--- src/rtl/mem_stage.sv ---
// MEM pipeline stage: executes loads/stores over a req/ack data-memory handshake and registers results into the MEM->WB latch.
// Optional ack watchdog enabled by defining MEM_TIMEOUT_EN.
`ifndef IOPBITS
`define IOPBITS 6
`endif
`ifndef LB_I
`define ADDI_I `IOPBITS'(1)
`define LB_I   `IOPBITS'(16)
`define LH_I   `IOPBITS'(17)
`define LW_I   `IOPBITS'(18)
`define LBU_I  `IOPBITS'(19)
`define LHU_I  `IOPBITS'(20)
`define SB_I   `IOPBITS'(21)
`define SH_I   `IOPBITS'(22)
`define SW_I   `IOPBITS'(23)
`endif

module mem_stage #(
  parameter int unsigned DBITS          = 32,
  parameter int unsigned TIMEOUT_CYCLES = 16
) (
  input  logic                 clk,
  input  logic                 reset,
  input  logic                 agex_valid,
  input  logic [`IOPBITS-1:0]  agex_op,
  input  logic [DBITS-1:0]     agex_result,
  input  logic [DBITS-1:0]     agex_st_data,
  input  logic [4:0]           agex_rd,
  input  logic                 agex_wr_reg,
  output logic                 stall_agex,
  output logic                 dmem_req,
  output logic                 dmem_we,
  output logic [DBITS-1:0]     dmem_addr,
  output logic [3:0]           dmem_be,
  output logic [DBITS-1:0]     dmem_wdata,
  input  logic                 dmem_ack,
  input  logic [DBITS-1:0]     dmem_rdata,
  output logic                 mem_valid,
  output logic [4:0]           mem_rd,
  output logic                 mem_wr_reg,
  output logic [DBITS-1:0]     mem_wdata,
  output logic                 mem_err
);

  typedef enum logic {IDLE, WAIT} state_t;
  state_t state, state_nx;

  logic                accept, is_mem, is_store, done, abort;
  logic [3:0]          be_nx;
  logic [DBITS-1:0]    wd_nx, rshift, load_val;
  logic [4:0]          lane_sh;
  logic [`IOPBITS-1:0] req_op;
  logic [1:0]          req_lane;
  logic [4:0]          req_rd;
  logic                req_wr_reg;

  assign accept   = agex_valid & (state == IDLE);
  assign is_mem   = (agex_op >= `LB_I) && (agex_op <= `SW_I);
  assign is_store = (agex_op == `SB_I) || (agex_op == `SH_I) || (agex_op == `SW_I);
  assign done     = (state == WAIT) & dmem_ack;

`ifdef MEM_TIMEOUT_EN
  localparam int unsigned CW = $clog2(TIMEOUT_CYCLES + 1);
  logic [CW-1:0] wait_cnt;

  // Abort in the last permitted WAIT cycle so exactly TIMEOUT_CYCLES stall cycles elapse.
  assign abort = (state == WAIT) & ~dmem_ack & (wait_cnt == CW'(TIMEOUT_CYCLES - 1));

  always_ff @(posedge clk) begin
    if (reset || state == IDLE) wait_cnt <= '0;
    else                        wait_cnt <= wait_cnt + 1'b1;
  end

  always_ff @(posedge clk) begin
    if (reset)      mem_err <= 1'b0;
    else if (abort) mem_err <= 1'b1;
  end
`else
  assign abort   = 1'b0;
  assign mem_err = 1'b0;
`endif

  always_ff @(posedge clk) begin
    if (reset) state <= IDLE;
    else       state <= state_nx;
  end

  always_comb begin
    state_nx = state;
    case (state)
      IDLE: if (accept && is_mem) state_nx = WAIT;
      WAIT: if (done || abort)    state_nx = IDLE;
      default:                    state_nx = IDLE;
    endcase
  end

  always_comb begin
    stall_agex = (state == WAIT);
    dmem_req   = (state == WAIT);
  end

  always_comb begin
    be_nx = 4'b1111;
    wd_nx = agex_st_data;
    if (agex_op == `LB_I || agex_op == `LBU_I || agex_op == `SB_I)
      be_nx = 4'b0001 << agex_result[1:0];
    else if (agex_op == `LH_I || agex_op == `LHU_I || agex_op == `SH_I)
      be_nx = 4'b0011 << {agex_result[1], 1'b0};
    if (agex_op == `SB_I)      wd_nx = {(DBITS/8){agex_st_data[7:0]}};
    else if (agex_op == `SH_I) wd_nx = {(DBITS/16){agex_st_data[15:0]}};
  end

  // Halfword loads align the lane down to the half boundary; words use lane 0.
  always_comb begin
    lane_sh = 5'd0;
    if (req_op == `LB_I || req_op == `LBU_I)      lane_sh = {req_lane, 3'b000};
    else if (req_op == `LH_I || req_op == `LHU_I) lane_sh = {req_lane[1], 4'b0000};
    rshift   = dmem_rdata >> lane_sh;
    load_val = rshift;
    case (req_op)
      `LB_I:   load_val = {{(DBITS-8){rshift[7]}}, rshift[7:0]};
      `LBU_I:  load_val = {{(DBITS-8){1'b0}}, rshift[7:0]};
      `LH_I:   load_val = {{(DBITS-16){rshift[15]}}, rshift[15:0]};
      `LHU_I:  load_val = {{(DBITS-16){1'b0}}, rshift[15:0]};
      default: load_val = rshift;
    endcase
  end

  always_ff @(posedge clk) begin
    if (reset) begin
      dmem_we    <= 1'b0;
      dmem_addr  <= '0;
      dmem_be    <= '0;
      dmem_wdata <= '0;
      req_op     <= '0;
      req_lane   <= '0;
      req_rd     <= '0;
      req_wr_reg <= 1'b0;
      mem_valid  <= 1'b0;
      mem_rd     <= '0;
      mem_wr_reg <= 1'b0;
      mem_wdata  <= '0;
    end else begin
      mem_valid <= 1'b0;
      if (accept && is_mem) begin
        dmem_addr  <= {agex_result[DBITS-1:2], 2'b00};
        dmem_be    <= be_nx;
        dmem_we    <= is_store;
        dmem_wdata <= wd_nx;
        req_op     <= agex_op;
        req_lane   <= agex_result[1:0];
        req_rd     <= agex_rd;
        req_wr_reg <= agex_wr_reg & (agex_rd != 5'd0) & ~is_store;
      end
      if (accept && !is_mem) begin
        mem_valid  <= 1'b1;
        mem_rd     <= agex_rd;
        mem_wr_reg <= agex_wr_reg & (agex_rd != 5'd0);
        mem_wdata  <= agex_result;
      end else if (done) begin
        mem_valid  <= 1'b1;
        mem_rd     <= req_rd;
        mem_wr_reg <= req_wr_reg;
        mem_wdata  <= dmem_we ? '0 : load_val;
      end else if (abort) begin
        mem_valid  <= 1'b1;
        mem_rd     <= req_rd;
        mem_wr_reg <= 1'b0;
        mem_wdata  <= '0;
      end
    end
  end

endmodule

--- config.mk ---
export PLATFORM = sky130hd
export DESIGN_NAME = mem_stage
export DESIGN_NICKNAME = d
export VERILOG_FILES = /design/src/rtl/mem_stage.sv
export SDC_FILE = /design/constraint.sdc
export NUM_CORES = 1
export LEC_CHECK = 0
export CAP_MARGIN = 10
export CORE_ASPECT_RATIO = 2
export CORE_MARGIN = 1
export CORE_UTILIZATION = 39
export CTS_BUF_LIST = sky130_fd_sc_hd__clkbuf_16
export DETAILED_ROUTE_END_ITERATION = 16
export PLACE_DENSITY_LB_ADDON = 0.2
export SLEW_MARGIN = 15
export SYNTH_ARGS = -nofsm -noshare
export SYNTH_HDL_FRONTEND = slang
export SYNTH_SLANG_ARGS = --single-unit
--- constraint.sdc ---
create_clock -name clk -period 2 [get_ports clk]
set_input_delay 0.4 -clock clk [delete_from_list [all_inputs] [get_ports clk]]
set_output_delay 0.4 -clock clk [all_outputs]
set_load 0.02 [all_outputs]
==> results of run 1 <==
==> power by group through the flow <==
stage          logic [W]  registers (W)  clock network [W]
2_1_floorplan   0.000326        0.00271                  0
3_3_place_gp     0.00101        0.00261                  0
3_5_place_dp     0.00103        0.00261                  0
4_1_cts          0.00104        0.00256            0.00317
5_1_grt          0.00111        0.00257            0.00329
6_report         0.00104        0.00256            0.00312
==> metrics by stage <==
stage                     cells  total power (W)
after floorplan             661         0.003037
after global placement     1038         0.003619
after detailed placement   1038         0.003639
after CTS                  1069         0.006770
after global routing       1069         0.006962
final                      1069         0.006723
==> worst paths after layout <==
path | cells past startpoint | slack, ns | endpoint
hold / removal | 2 | 0.45 | dmem_addr[12]$_SDFFE_PP0P_
hold reg to reg | 2 | 0.45 | dmem_addr[12]$_SDFFE_PP0P_
setup / recovery | 6 | 0.06 | mem_wdata[2]$_SDFFE_PP0P_
setup reg to reg | 6 | 0.06 | mem_wdata[2]$_SDFFE_PP0P_
==> per-layer routing <==
layer | wire [um] | global-route usage, % | part of all wire (%)
met1 | 6521 | 25.36 | 33
met3 | 1219 | 5.705 | 6.1
met2 | 10960 | 53.46 | 55
met5 | 0 | 0 | 0
met4 | 1203 | 18.19 | 6.0
==> cell usage in the layout, fill, tap and decap left out, types with 3 or more instances in the layout <==
cell and instances:
dfxtp_1 121, bufinv_16 3, mux2i_2 3, clkinv_4 3, mux2_2 8, a31oi_1 6
nor3_1 3, nor2b_1 5, buf_12 9, nand2_1 122, nor2_1 53, o22ai_1 24
buf_4 53, clkdlybuf4s50_1 218, nand3_1 23, o2bb2ai_1 7, nand2b_1 4, clkinvlp_4 3
o211ai_1 8, a211oi_1 20, and3_1 24, clkbuf_16 17, o21ai_1 3, or3_1 4
conb_1 3, o21ai_0 11, inv_6 3, a21oi_1 77, a21o_1 8, mux2i_1 20
nor3b_1 3, a311oi_1 14
==> layout make-up <==
type	instances	share of cell area, %
Clock inverter	14	1.981
Tap cell	155	2.209
Inverter	2	0.08551
Sequential cell	121	27.59
Clock buffer	17	4.845
Multi-Input combinational cell	480	31.85
Timing Repair Buffer	280	31.44
==> critical path, cell delays in order (launching register included) <==
cell	delay, ns
dfxtp_1	0.41
mux2_4	0.34
nand2b_1	0.18
buf_12	0.19
mux2i_2	0.32
mux2_2	0.26
o22ai_1	0.08
==> cell families after synthesis <==
| logic type | after synthesis | synth area share, % |
|---|---|---|
| XOR/XNOR | 2 | 0.3227 |
| AND/OR/NAND/NOR | 257 | 22.12 |
| AO/OA/AOI/OAI | 186 | 21.85 |
| multiplexers | 32 | 6.177 |
| other | 1 | 0.06907 |
| buffers and inverters | 60 | 4.840 |
| flip-flops | 121 | 44.62 |
==> impl_metrics.env, run 1 <==
export IMPL_rows=60
export IMPL_postLayoutCoreUtil_pct=64.97
export IMPL_p_leak_nw=3.329
export IMPL_synth_main_ff_cell="dfxtp_1"
export IMPL_clock_sink_count=121
export IMPL_drtIter0Drc=282
export IMPL_max_slew_worst_pin_slew_ns=1.049
export IMPL_min_from="dmem_addr[12]$_SDFFE_PP0P_"
export IMPL_hold_ws_ns=0.4513
export IMPL_drc=0
export IMPL_synth_edf_count=0
export IMPL_layout_min_cycle_time_ns=1.942
export IMPL_grt_max_degree=100
export IMPL_yosysUniqueCellTypes=48
export IMPL_crit_fanout=17
export IMPL_ir_drop_mv=0.6128
export IMPL_fin_nets=1014
export IMPL_cts_max_level=4
export IMPL_cts_resized=2
export IMPL_critPathLaunchType="flip-flop"
export IMPL_wl_per_cell_um=18.62
export IMPL_slew_violations=0
export IMPL_rsz0062_at_grt="no"
export IMPL_clkTransAtPathRegs_ns=0.06
export IMPL_ys_warn_count=0
export IMPL_ys_seq_elements=121
export IMPL_dp_slack_ns=-0.3086
export IMPL_grt_pass1_wl_um=30990
export IMPL_post_synth_top_count_cell="nand2_1"
export IMPL_p_comb_share_pct=15.5
export IMPL_pin_count=223
export IMPL_hold_violations=0
export IMPL_die_x_um=85.43
export IMPL_gp_congestion=0.8794
export IMPL_required_ns=2.24
export IMPL_fin_skew_ns=0.009059
export IMPL_regArea_um2=2422
export IMPL_insertedDiodeCount=0
export IMPL_dieArea_um2=14420
export IMPL_clkLatencyLatePin_ns=0.41
export IMPL_powerDensity_nw_per_um2=765.8
export IMPL_routed_wl_um=19900
export IMPL_crit_type="flip-flop to flip-flop"
export IMPL_switchingPower_w=0.001716
export IMPL_yosysSeqAreaShare_pct=44.62
export IMPL_synth_avg_cell_area_um2=8.238
export IMPL_antenna_left=0
export IMPL_switching_share_pct=25.52
export IMPL_p_seq_share_pct=38.1
export IMPL_syn_area_um2=5429
export IMPL_setup_viol=0
export IMPL_reg_top3="dmem_wdata (32), mem_wdata (32), dmem_addr (30)"
export IMPL_relSlewSlack_pct=30.04
export IMPL_p_clk_share_pct=46.4
export IMPL_ys_top_cells_by_area="dfxtp_1 45%, nand2_1 8.5%, a21oi_1 7.1%"
export IMPL_worstPathArrival_ns=2.18
export IMPL_outcome="finished clean"
export IMPL_start_util_pct=40.18
export IMPL_min_path_type="flip-flop to flip-flop"
export IMPL_first_pass_iters=5
export IMPL_syn_inst=659
export IMPL_io_buffers=219
export IMPL_clock_path_buffers=2
export IMPL_stdcell_area_um2=8780
export IMPL_place_hpwl_um=14850
export IMPL_maxCapViolations=0
export IMPL_cts_setup_buffers=0
export IMPL_cts_buffers=17
export IMPL_multi_input_area_um2=2796
export IMPL_core_area_um2=13510
export IMPL_die_y_um=168.9
export IMPL_vias_per_cell=5.601
export IMPL_nFillCells=1193
export IMPL_antenna_found_initial=0
export IMPL_area_delta_synth_final_pct=61.72
export IMPL_r2r_start="req_op[0]$_SDFFE_PP0P_"
export IMPL_synth_commonest_cells="123 x nand2_1, 121 x dfxtp_1, 77 x a21oi_1, 55 x nor2_1, 41 x clkbuf_1"
export IMPL_vias=5988
export IMPL_yosysTopAreaCellShare_pct=44.62
export IMPL_drive_gt1_share_pct=13.13
export IMPL_crit_path_start="req_op[0]$_SDFFE_PP0P_"
export IMPL_grt_pass1_vias=6243
export IMPL_fin_crit_sh_pct=97.12
export IMPL_end_kind="flip-flop"
export IMPL_cts_tree="yes"
export IMPL_setup_slack_ns=0.05765
export IMPL_async_reset_ff_share_pct=0
export IMPL_synth_top_area_cell="dfxtp_1"
export IMPL_tns_ns=0
export IMPL_track_usage_pct=27.76
export IMPL_max_freq_mhz=514.8
export IMPL_root_buffer="clkbuf_16"
export IMPL_ctsHoldBuffers=0
export IMPL_placed_area_um2=8148
export IMPL_p_int_w=0.005008
export IMPL_grt_overflow_total=0
(Power assumes the default switching activity.)
==> inputs of run 2 (changes only) <==
CAP_MARGIN = 5   (was 10)
CORE_UTILIZATION = 43   (was 39)
clock period = 1.99 ns   (was 2 ns; I/O delays follow)
==> impl_metrics.env, run 2 (synthesis gave the netlist of run 1 again) <==
export IMPL_slew_violations=0
export IMPL_relSlewSlack_pct=59.74
export IMPL_required_ns=2.25
export IMPL_first_pass_iters=7
export IMPL_multi_input_area_um2=2814
export IMPL_crit_type="flip-flop to flip-flop"
export IMPL_routed_wl_um=19020
export IMPL_p_comb_share_pct=15.7
export IMPL_reg_top3="dmem_wdata (32), mem_wdata (32), dmem_addr (30)"
export IMPL_crit_fanout=17
export IMPL_final_cell_mix="218 x clkdlybuf4s50_1, 122 x nand2_1, 119 x dfxtp_1"
export IMPL_antenna_left=0
export IMPL_layout_commonest_cell="clkdlybuf4s50_1"
export IMPL_p_seq_share_pct=39.2
export IMPL_p_total_w=0.006571
export IMPL_core_area_um2=12200
export IMPL_gp_congestion=0.8531
export IMPL_switchingPower_w=0.001674
export IMPL_track_usage_pct=29.74
export IMPL_max_freq_mhz=515.0
export IMPL_postLayoutCoreUtil_pct=71.35
export IMPL_vias=5950
export IMPL_max_slew_worst_pin_slew_ns=0.5999
export IMPL_grt_max_degree=122
export IMPL_fin_crit_sh_pct=97.58
export IMPL_clock_sink_count=121
export IMPL_wl_per_cell_um=18.03
export IMPL_cts_max_level=4
export IMPL_p_clk_share_pct=45.1
export IMPL_insertedDiodeCount=0
export IMPL_fin_skew_ns=0.008605
export IMPL_tns_ns=0
export IMPL_rows=57
export IMPL_antenna_found_initial=0
export IMPL_clkTransAtPathRegs_ns=0.06
export IMPL_grt_pass1_wl_um=29740
export IMPL_clock_path_buffers=2
export IMPL_hold_violations=0
export IMPL_min_path_type="flip-flop to flip-flop"
export IMPL_root_buffer="clkbuf_16"
export IMPL_die_y_um=160.9
export IMPL_setup_viol=0
export IMPL_ctsHoldBuffers=0
export IMPL_start_util_pct=44.52
export IMPL_critPathLaunchType="flip-flop"
export IMPL_placed_area_um2=8053
export IMPL_ir_drop_mv=0.7105
export IMPL_rsz0062_at_grt="no"
export IMPL_layout_min_cycle_time_ns=1.942
export IMPL_grt_overflow_total=0
export IMPL_powerDensity_nw_per_um2=755.2
export IMPL_stdcell_area_um2=8701
export IMPL_regArea_um2=2425
export IMPL_pin_count=223
export IMPL_place_hpwl_um=14110
export IMPL_vias_per_cell=5.640
export IMPL_drtIter0Drc=345
export IMPL_area_delta_synth_final_pct=60.27
export IMPL_p_leak_nw=3.292
export IMPL_fin_nets=1008
export IMPL_outcome="finished clean"
export IMPL_cts_tree="yes"
export IMPL_cts_buffers=17
export IMPL_drc=0
export IMPL_drive_gt1_share_pct=12.67
export IMPL_clkLatencyLatePin_ns=0.41
export IMPL_end_kind="flip-flop"
export IMPL_nFillCells=970
export IMPL_grt_pass1_vias=6081
export IMPL_die_x_um=81.45
export IMPL_maxCapViolations=0
export IMPL_io_buffers=219
export IMPL_dieArea_um2=13110
export IMPL_worstPathArrival_ns=2.20
export IMPL_p_int_w=0.004897
export IMPL_switching_share_pct=25.48
[run 2: layout make-up]
type / count / area share, %
Clock buffer: 17 / 4.889
Inverter: 2 / 0.08628
Multi-Input combinational cell: 480 / 32.34
Tap cell: 147 / 2.114
Clock inverter: 14 / 1.740
Timing Repair Buffer: 274 / 30.96
Sequential cell: 121 / 27.87
[run 2: critical path: stages, from the launching register on]
cell and delay, ns:
dfxtp_1 0.34, buf_4 0.17, nor4bb_4 0.28, nand2b_1 0.12
buf_12 0.18, mux2i_1 0.31, buf_4 0.19, mux2_2 0.14
o22ai_1 0.06
[run 2: path summary, 6_finish.rpt]
path	startpoint	endpoint	slack (ns)	depth (start not counted)
setup / recovery	req_op[3]$_SDFFE_PP0P_	mem_wdata[4]$_SDFFE_PP0P_	0.05	8
hold / removal	dmem_wdata[6]$_SDFFE_PP0P_	dmem_wdata[6]$_SDFFE_PP0P_	0.45	2
setup reg to reg	req_op[3]$_SDFFE_PP0P_	mem_wdata[4]$_SDFFE_PP0P_	0.05	8
hold reg to reg	dmem_wdata[6]$_SDFFE_PP0P_	dmem_wdata[6]$_SDFFE_PP0P_	0.45	2
[run 2: power by group through the flow]
stage / clock network [W] / registers (W) / logic (W)
3_5_place_dp: 0 / 0.00263 / 0.00101
3_3_place_gp: 0 / 0.00262 / 0.000996
4_1_cts: 0.00301 / 0.00258 / 0.00102
2_1_floorplan: 0 / 0.00272 / 0.000327
5_1_grt: 0.00310 / 0.00259 / 0.00110
6_report: 0.00296 / 0.00258 / 0.00103
[run 2: per-layer routing]
layer  GRT usage, %  up-vias  share of wire (%)
met5              0        -                  0
met4          20.13        0                5.8
met3          6.761       70                6.6
met2          52.73      303                 54
met1          29.29     2762                 34
li1               -     2815                  -
[run 2: repair_timing]
| item | CTS | global route |
|---|---|---|
| endpoints found under the setup margin | 2 | 25 |
| setup buffers | 0 | 2 |
| hold endpoints to repair | 0 | 0 |
| resized for setup | 2 | 9 |
| cloned | 0 | 0 |
| pin swaps | 0 | 4 |
[run 2: through the flow]
stage	setup WS, ns	hold slack, ns	instances
floorplan	0.06013	0.4274	661
global placement	-0.2129	0.4362	1022
global route	0.003171	0.4737	1055
finish	0.04818	0.4522	1055
CTS	0.005266	0.4553	1053
detailed placement	-0.2974	0.4415	1022
==> inputs of run 3 (changes only) <==
SKIP_CTS_REPAIR_TIMING = 1   (was not set)
==> impl_metrics.env, run 3 (synthesis gave the netlist of run 1 again) <==
export IMPL_core_area_um2=12200
export IMPL_worstHoldEndpoint="dmem_wdata[6]$_SDFFE_PP0P_"
export IMPL_clock_path_buffers=2
export IMPL_r2r_slack_ns=0.06
export IMPL_die_y_um=160.9
export IMPL_ir_drop_mv=0.7090
export IMPL_grt_max_degree=122
export IMPL_slew_violations=0
export IMPL_rows=57
export IMPL_p_leak_nw=3.303
export IMPL_pin_count=223
export IMPL_reg2reg_to="mem_wdata[4]$_SDFFE_PP0P_"
export IMPL_min_from="dmem_wdata[6]$_SDFFE_PP0P_"
export IMPL_crit_type="flip-flop to flip-flop"
export IMPL_cts_buffers=17
export IMPL_clkLatencyLatePin_ns=0.40
export IMPL_worst_r2r_cell_count=8
export IMPL_crit_path_max_incr_delay_ns=0.34
export IMPL_vias=5947
export IMPL_maxCapViolations=0
export IMPL_drive_gt1_share_pct=12.76
export IMPL_p_total_w=0.006569
export IMPL_drtIter0Drc=379
export IMPL_final_cells=1056
export IMPL_grt_pass1_vias=6059
export IMPL_powerDensity_nw_per_um2=754.5
export IMPL_placed_area_um2=8053
export IMPL_dieArea_um2=13110
export IMPL_dp_cells=1022
export IMPL_first_pass_iters=5
export IMPL_outcome="finished clean"
export IMPL_area_delta_synth_final_pct=60.36
export IMPL_r2r_start="req_op[3]$_SDFFE_PP0P_"
export IMPL_crit_path_top_delay_cell="dfxtp_1"
export IMPL_p_comb_share_pct=15.7
export IMPL_place_hpwl_um=14110
export IMPL_fin_crit_sh_pct=97.16
export IMPL_switchingPower_w=0.001671
export IMPL_layout_min_cycle_time_ns=1.933
export IMPL_switching_share_pct=25.44
export IMPL_clock_sink_count=121
export IMPL_p_int_w=0.004897
export IMPL_start_util_pct=44.52
export IMPL_relSlewSlack_pct=60.42
export IMPL_setup_viol=0
export IMPL_required_ns=2.25
export IMPL_fin_skew_ns=0.007874
export IMPL_stdcell_area_um2=8706
export IMPL_crit_fanout=17
export IMPL_end_kind="flip-flop"
export IMPL_p_clk_share_pct=45.1
export IMPL_root_buffer="clkbuf_16"
export IMPL_track_usage_pct=29.56
export IMPL_gp_congestion=0.8531
export IMPL_routed_wl_um=18970
export IMPL_io_buffers=219
export IMPL_crit_top_cell="buf_4"
export IMPL_worstPathArrival_ns=2.20
export IMPL_cts_tree="yes"
export IMPL_vias_per_cell=5.632
export IMPL_cts_max_level=4
export IMPL_antenna_left=0
export IMPL_crit_chain="buf_4 > nor4bb_4 > nand2b_1 > buf_12 > mux2i_1 > buf_4 > mux2_2 > o22ai_1"
export IMPL_antenna_found_initial=0
export IMPL_final_cell_mix="218 x clkdlybuf4s50_1, 122 x nand2_1, 118 x dfxtp_1"
export IMPL_grt_pass1_wl_um=29530
export IMPL_min_path_type="flip-flop to flip-flop"
export IMPL_fin_nets=1009
export IMPL_layout_commonest_cell="clkdlybuf4s50_1"
export IMPL_min_path_cells=2
export IMPL_reg_top3="dmem_wdata (32), mem_wdata (32), dmem_addr (30)"
export IMPL_grt_overflow_total=0
export IMPL_max_slew_worst_pin_slew_ns=0.5897
export IMPL_max_freq_mhz=517.2
export IMPL_critPathLaunchType="flip-flop"
export IMPL_drc=0
export IMPL_wl_per_cell_um=17.96
export IMPL_hold_violations=0
export IMPL_die_x_um=81.45
export IMPL_p_seq_share_pct=39.2
export IMPL_clkTransAtPathRegs_ns=0.06
export IMPL_insertedDiodeCount=0
[run 3: cell count changes in the layout (fill, tap and decap cells not counted)]
cell	delta
buf_4	+1
dfxtp_1	-1
dfxtp_2	+1
mux2i_1	+1
mux2i_2	-1
[run 3: metal layers]
metal	wire (um)	part of all wire (%)	global-route usage, %	vias up
li1	-	-	-	2814
met1	6471	34	28.81	2785
met2	10210	54	52.80	279
met3	1177	6.2	6.818	69
met4	1109	5.8	19.72	0
met5	0	0	0	-
[run 3: layout make-up]
cell class | instances | area, um2
clock buffer | 17 | 425.4
clock inverter | 14 | 151.4
fill | 972 | 3490
inverter | 2 | 7.507
multi-input combinational | 480 | 2810
sequential | 121 | 2426
tap | 147 | 183.9
timing repair buffer | 275 | 2701
[run 3: worst max-delay path by stage]
stage | startpoint | end | slack (ns) | depth (start not counted)
after floorplan | req_op[0]$_SDFFE_PP0P_ | mem_wdata[21]$_SDFFE_PP0P_ | 0.06 | 7
after global placement | agex_op[5] | dmem_wdata[28]$_SDFFE_PP0P_ | -0.21 | 6
after detailed placement | agex_op[4] | dmem_wdata[31]$_SDFFE_PP0P_ | -0.30 | 6
after CTS | req_op[3]$_SDFFE_PP0P_ | mem_wdata[1]$_SDFFE_PP0P_ | -0.01 | 7
after global routing | req_op[0]$_SDFFE_PP0P_ | mem_wdata[18]$_SDFFE_PP0P_ | -0.005 | 6
final | req_op[3]$_SDFFE_PP0P_ | mem_wdata[4]$_SDFFE_PP0P_ | 0.06 | 8
[run 3: metrics by stage]
step / TNS, ns / util (%) / worst slack, ns / hold slack, ns
global placement: -15.63 / 66.03 / -0.2129 / 0.4362
global route: -0.009857 / 71.39 / -0.005011 / 0.4737
finish: 0 / 71.39 / 0.05661 / 0.4522
CTS: -0.01906 / 70.76 / -0.01271 / 0.4553
floorplan: 0 / - / 0.06013 / 0.4274
detailed placement: -21.38 / 66.03 / -0.2974 / 0.4415
[run 3: power groups by stage]
stage,Sequential (W),Clock [W],Combinational [W]
after floorplan,0.00272,0,0.000327
after global placement,0.00262,0,0.000996
after detailed placement,0.00263,0,0.00101
after CTS,0.00258,0.00301,0.00102
after global routing,0.00259,0.00310,0.00110
final,0.00258,0.00296,0.00103
[run 3: critical path: cells and delay by family, from the launching register on]
kind | cells | cell delay (ns)
DFF | 1 | 0.34
and+or+nand+nor | 2 | 0.40
muxes | 2 | 0.45
AOI/OAI and AO/OA | 1 | 0.06
buffers and inverters | 3 | 0.53
